**config.mk**
```make
export PLATFORM = sky130hd
export DESIGN_NAME = dff_pipe
export DESIGN_NICKNAME = d
export VERILOG_FILES = /design/src/rtl/dff_pipe_pkg.sv /design/src/rtl/dff_stage.sv /design/src/rtl/dff_pipe.sv
export SDC_FILE = /design/constraint.sdc
export NUM_CORES = 1
export LEC_CHECK = 0
export BUFFER_PORTS_ARGS = -buffer_cell sky130_fd_sc_hd__buf_4
export CORE_MARGIN = 5
export CORE_UTILIZATION = 51
export DETAILED_ROUTE_END_ITERATION = 12
export GPL_ROUTABILITY_DRIVEN = 0
export PLACE_DENSITY = 0.76
export SETUP_SLACK_MARGIN = 0.05
export SLEW_MARGIN = 0
export SYNTH_ARGS = -nofsm -noshare
export SYNTH_HDL_FRONTEND = slang
export SYNTH_SLANG_ARGS = --single-unit
```
**constraint.sdc**
```tcl
create_clock -name clk -period 1.8 [get_ports clk]
set_input_delay 0.27 -clock clk [delete_from_list [all_inputs] [get_ports clk]]
set_output_delay 0.27 -clock clk [all_outputs]
set_load 0.05 [all_outputs]
```
**src/rtl/dff_pipe_pkg.sv**
```systemverilog
// dff_pipe_pkg: shared constants and helpers for the dff_pipe register pipeline.
//
// Contents:
//   DFF_PIPE_WIDTH_DEF  default data bus width
//   DFF_PIPE_DEPTH_DEF  default number of register stages
//   clog2_plus1(depth)  bits needed to hold any value 0..depth (occupancy count width)
package dff_pipe_pkg;

    localparam int DFF_PIPE_WIDTH_DEF = 8;
    localparam int DFF_PIPE_DEPTH_DEF = 3;

    // Always at least one bit, so a DEPTH=1 pipe still gets a usable count.
    function automatic int clog2_plus1(input int depth);
        int w;
        w = 1;
        while ((1 << w) < (depth + 1)) begin
            w++;
        end
        return w;
    endfunction

endpackage

```
**src/rtl/dff_stage.sv**
```systemverilog
// dff_stage: one pipeline stage holding WIDTH data bits plus a valid flag.
//
// Ports:
//   clk        rising-edge clock
//   rst        synchronous active-high reset; clears data and valid
//   load       capture {d, d_valid} on this edge
//   clr_valid  clear the valid flag and keep the data (beats load)
//   d          incoming data
//   d_valid    incoming valid flag
//   q          stored data
//   q_valid    stored valid flag
module dff_stage
    import dff_pipe_pkg::*;
#(
    parameter int WIDTH = DFF_PIPE_WIDTH_DEF
) (
    input  logic             clk,
    input  logic             rst,
    input  logic             load,
    input  logic             clr_valid,
    input  logic [WIDTH-1:0] d,
    input  logic             d_valid,
    output logic [WIDTH-1:0] q,
    output logic             q_valid
);

    logic [WIDTH-1:0] data_d, data_q;
    logic             valid_d, valid_q;

    // Clearing the valid flag leaves the data alone, so the stale word stays
    // visible downstream.
    always_comb begin
        data_d  = data_q;
        valid_d = valid_q;
        if (clr_valid) begin
            valid_d = 1'b0;
        end else if (load) begin
            data_d  = d;
            valid_d = d_valid;
        end
    end

    always_ff @(posedge clk) begin
        if (rst) begin
            data_q  <= '0;
            valid_q <= 1'b0;
        end else begin
            data_q  <= data_d;
            valid_q <= valid_d;
        end
    end

    assign q       = data_q;
    assign q_valid = valid_q;

endmodule

```
**src/rtl/dff_pipe.sv**
```systemverilog
// dff_pipe: DEPTH-stage register pipeline with per-stage valid flags, stall
// (en), flush and a registered occupancy count.
//
// Ports:
//   clk      rising-edge clock
//   rst      synchronous active-high reset (beats flush, which beats en)
//   en       1 shifts every stage by one, 0 holds everything
//   flush    clears all valid flags and the count; data is kept, d is not captured
//   d        input data (WIDTH bits)
//   d_valid  qualifies d
//   q        data of the last stage
//   q_valid  valid flag of the last stage
//   count    number of stages holding valid data (0..DEPTH)
//
// Build option: define DFF_PIPE_ZERO_INVALID_EN to force q to zero while
// q_valid is low. The gating sits on the output only; stage data is unchanged.
module dff_pipe
    import dff_pipe_pkg::*;
#(
    parameter int WIDTH = DFF_PIPE_WIDTH_DEF,
    parameter int DEPTH = DFF_PIPE_DEPTH_DEF,
    parameter int CNT_W = clog2_plus1(DEPTH)
) (
    input  logic             clk,
    input  logic             rst,
    input  logic             en,
    input  logic             flush,
    input  logic [WIDTH-1:0] d,
    input  logic             d_valid,
    output logic [WIDTH-1:0] q,
    output logic             q_valid,
    output logic [CNT_W-1:0] count
);

    logic [WIDTH-1:0] stage_data  [DEPTH];
    logic             stage_valid [DEPTH];
    logic [CNT_W-1:0] count_d, count_q;

    for (genvar i = 0; i < DEPTH; i++) begin : g_stage
        logic [WIDTH-1:0] in_data;
        logic             in_valid;

        if (i == 0) begin : g_first
            assign in_data  = d;
            assign in_valid = d_valid;
        end else begin : g_rest
            assign in_data  = stage_data[i-1];
            assign in_valid = stage_valid[i-1];
        end

        dff_stage #(
            .WIDTH(WIDTH)
        ) u_stage (
            .clk      (clk),
            .rst      (rst),
            .load     (en),
            .clr_valid(flush),
            .d        (in_data),
            .d_valid  (in_valid),
            .q        (stage_data[i]),
            .q_valid  (stage_valid[i])
        );
    end

    // Tracking the count incrementally avoids a popcount tree: a shift gains
    // the incoming valid and loses the valid falling off the end. The sum
    // stays within 0..DEPTH even though the intermediate difference may wrap.
    always_comb begin
        count_d = count_q;
        if (flush) begin
            count_d = '0;
        end else if (en) begin
            count_d = count_q + CNT_W'(d_valid) - CNT_W'(stage_valid[DEPTH-1]);
        end
    end

    always_ff @(posedge clk) begin
        if (rst) begin
            count_q <= '0;
        end else begin
            count_q <= count_d;
        end
    end

`ifdef DFF_PIPE_ZERO_INVALID_EN
    assign q = stage_valid[DEPTH-1] ? stage_data[DEPTH-1] : '0;
`else
    assign q = stage_data[DEPTH-1];
`endif
    assign q_valid = stage_valid[DEPTH-1];
    assign count   = count_q;

endmodule

```
Yosys cells after proc, flatten, opt, wreduce, memory -nomap -nowiden
Cells that the tools add are included.
Widths: inputs -> output; s select.

cells by class
  div/mod/pow operators = 0
  shifts and indexed selects = 0
  add/subtract/negate cells = 2
  muxes and demuxes = 0
  equal/unequal tests = 0
  magnitude comparators = 0
  reductions and logical operators = 2
  bitwise logic cells = 1
  multiply operators = 0

operators by type and width
  operator          count
  $add 2x1->2       1
  $reduce_and 2->1  1
  $reduce_or 2->1   1
  $sub 2x1->2       1
  $not 1->1         1

word-level totals
  memory bits (read-only) = 0
  output and inout bits = 11
  bits in registers = 29
  bits in latches = 0
  memories = 0
  RAM bits = 0
  word-level logic and storage cells = 12

Longest topological paths before layout
  depth in word-level cells = 2
  mapped depth = 7

Modules after synthesis
Synthesis repeated with hierarchy kept, for this count alone.

second synthesis, totals
  cells, all modules = 127
  area, all modules = 1,333.8 um^2

modules (own cells, without submodules)
  module     area an instance (um^2)  instances  cells an instance
  dff_stage  401.6                    3          38
  dff_pipe   128.9                    1          13

Worst setup path after synthesis
Ideal clock, no wire load.

  path kind = register to register
  start = reg count_q[0], in the netlist count[0]
  end = reg count_q[1], in the netlist count[1]
  data arrival time = 1,857 ps
  library setup time = 60 ps
  period minus slack after synthesis = 1,917 ps
  buffers on the path = 0
  cell stages (with the launch flop) = 8
  path slack = -117 ps
  cells stage by stage = dfxtp_1 inv_1 ha_1 inv_1 ha_1 xor2_1 a2111oi_0 a31o_1

on the way
  cells in the longest elaborated chain, start to end = 2

RTL lines
  what                    RTL line        RTL
  start, declared         dff_pipe.sv:37  logic [CNT_W-1:0] count_d, count_q;
  start signal, assigned  dff_pipe.sv:81  count_q <= count_d;
  $add 2x1->2             dff_pipe.sv:73  count_d = count_q + CNT_W'(d_valid) - CNT_W'(stage_valid[DEPTH-1]);
  $sub 2x1->2             dff_pipe.sv:73

No other way between the ends.
A chain may end at the register's enable or synchronous reset.

Final worst setup path
Same ends and word-level chain as after synthesis.

==> impl_metrics.json <==
{
  "yosysSeqAreaShare": 0.5279,
  "cts-root-buf": "clkbuf_4",
  "crit_path_start": "count[0]$_SDFFE_PP0P_",
  "path_cells": "inv_1, ha_1, inv_1, ha_1, xor2_1, a2111oi_1, a31o_1",
  "arrival_ps": 1910,
  "antenna_cells": 0,
  "via_count": 886,
  "async_reset_ff_frac": 0,
  "synth_cell_types": 15,
  "clock_latency_ps": 320,
  "vdd_drop_max_v": 0.0008164,
  "grt_use_total": 0.1349,
  "ys_warn_count": 0,
  "grt_max_degree": 31,
  "hold_slack_ps": 174.2,
  "switching_power_mw": 0.2708,
  "drc": 0,
  "endpoint_kind": "register",
  "min_path_cells": 2,
  "p_int_mw": 1.023,
  "die_x_um": 56.44,
  "skew_ps": 4.817,
  "grt_pass1_wl_um": 3318,
  "p_clk_frac": 0.420,
  "overflow": 0,
  "area_delta_synth_final_pct": 21.05,
  "cp_top_family": "compound AO/OA/AOI/OAI gates",
  "antenna_found_initial": 0,
  "report.final.slew_viol_count": 0,
  "synth_top_cell_area_share": 0.5279,
  "timing.fmax_mhz": 609.9,
  "synth_ff_type": "dfxtp_1",
  "status": "completed",
  "dp_hpwl_um": 1354,
  "crit_type": "reg -> reg",
  "final-setup-viol-count": 0,
  "power_mw": 1.293,
  "path_buf_inv": 2,
  "cp.depth": 7,
  "hold_path_class": "in -> reg",
  "ios": 24,
  "sequentialPowerShare": 0.512,
  "crit_slowest_cell": "a2111oi_1",
  "yosysTopAreaCell": "dfxtp_1",
  "htree_levels": 2,
  "port_buffers": 23,
  "synthesis.area_mm2": 0.001100,
  "setup.worst_path.start_class": "register",
  "hold_viol": 0,
  "die_area_mm2": 0.003185,
  "clk_path_buf_depth": 2,
  "slew-limit-headroom": 0.4367,
  "min_period_ps": 1640,
  "rrSetupSlack_ps": 160,
  "die_h_um": 56.44,
  "yosys-top-cells-count": "nand2_1 (48), dfxtp_1 (29), a21oi_1 (24), nor3_1 (5)",
  "drv_cap": 0,
  "drive_gt1_frac": 0.2222,
  "synth_edf_count": 0,
  "p_per_area_mw_per_mm2": 971.6,
  "min-delay-start": "flush",
  "num_rows": 16,
  "max_slew.worst_pin.slew_ps": 844.9,
  "fin_crit_sh": 0.9110,
  "synth_most_common_cell": "nand2_1",
  "ant_nets": 0,
  "cts.sinks": 29,
  "drt_iter0_markers": 10,
  "syn_avg_cell_area_um2": 8.460,
  "final_cells": 180,
  "first_pass_iters": 4,
  "p_leak_nw": 0.5377,
  "cpPeakStageDelay_ps": 420,
  "cts_buffers": 5,
  "syn_nets": 145,
  "routed_wl_um": 1987,
  "layout.nets": 167,
  "fin_tns_setup_ps": 0,
  "rr_worst_depth": 7,
  "ctsHoldBuffers": 0,
  "initial_utilization": 0.5494,
  "wl_per_cell_um": 11.04,
  "required_ps": 2070,
  "swShare": 0.2093,
  "rsz0062_at_grt": "false",
  "grt_pass1_vias": 795,
  "clk_pin_slew_worst_paths_ps": 90,
  "dp_cells": 172,
  "cts_tree": "done",
  "vias_per_cell": 4.922,
  "worst-path-max-fanout": 3,
  "ys_ff_latch": 29,
  "core_mm2": 0.002002,
  "pwr-share-comb": 0.068,
  "r2r_start": "count[0]$_SDFFE_PP0P_",
  "synthTopCellsByArea": "dfxtp_1 (53%), nand2_1 (16%), a21oi_1 (11%)",
  "synth_cells": 130
}
## final cells by class
cell class              count  area (um2)
clock buffers               7       55.05
clock inverters             1       30.03
fillers                   172       670.6
inverters                   3       11.26
multi-input cells          88       430.4
flip-flops and latches     29       583.1
well taps                  27       33.78
repair buffers             25       187.7
## per-stage QoR
step	utilization	area [um2]	worst slack (ps)
CTS	0.6644	1330	164.6
global placement	0.6219	1245	245.6
finish	0.6650	1331	160.3
global route	0.6650	1331	62.74
detailed placement	0.6219	1245	187.9
floorplan	-	1102	56.06
## kinds of logic (layout without fill, tap and decap cells)
logic type / Yosys count / in the layout / synth area share
XOR/XNOR: 1 / 1 / 0.007965
AO/OA/AOI/OAI: 26 / 26 / 0.1251
adder cells (fa/ha/maj): 2 / 2 / 0.02275
buffers and inverters: 13 / 36 / 0.08191
multiplexers: 4 / 4 / 0.03641
AND/OR/NAND/NOR: 55 / 55 / 0.1980
flip-flops: 29 / 29 / 0.5279
## cells in the final DEF, fill, tap and decap left out
cell type	count
nor2b_1	1
clkbuf_4	5
clkbuf_1	1
mux2i_1	4
a2111oi_1	1
a21oi_1	24
buf_4	25
nand2b_1	1
dfxtp_2	2
nor3_1	5
ha_1	2
dfxtp_1	27
a31o_1	1
xor2_1	1
clkbuf_8	1
bufinv_16	1
nand2_1	48
inv_1	3
## worst paths after layout
path,end
worst max-delay path,count[1]$_SDFFE_PP0P_
worst max register to register,count[1]$_SDFFE_PP0P_
worst min register to register,g_stage[1].u_stage.q[3]$_SDFFE_PP0P_
worst min-delay path,count[0]$_SDFFE_PP0P_
## sequential cells by signal, summed over array words and instances, names as in the netlist
| register | count |
|---|---|
| g_stage.u_stage.q | 24 |
| count | 2 |
| g_stage.u_stage.q_valid | 3 |
## power by group through the flow
stage / combinational [mW] / clock [mW] / sequential, mW
6_report: 0.0881 / 0.544 / 0.662
5_1_grt: 0.0976 / 0.598 / 0.664
4_1_cts: 0.0889 / 0.560 / 0.662
3_5_place_dp: 0.0884 / 0 / 0.677
3_3_place_gp: 0.0856 / 0 / 0.676
2_1_floorplan: 0.0583 / 0 / 0.682
## what timing repair did
action,CTS,global route
endpoints found under the setup margin,0,1
setup buffers,0,0
gates resized for setup,0,1
## layer usage
metal / vias to the layer above / track usage / wire [um]
met5: - / 0 / 0
met4: 0 / 0.06102 / 38
met3: 7 / 0.07339 / 122
met2: 16 / 0.2112 / 963
met1: 400 / 0.1487 / 862
li1: 463 / - / -
(Power assumes the default switching activity.)
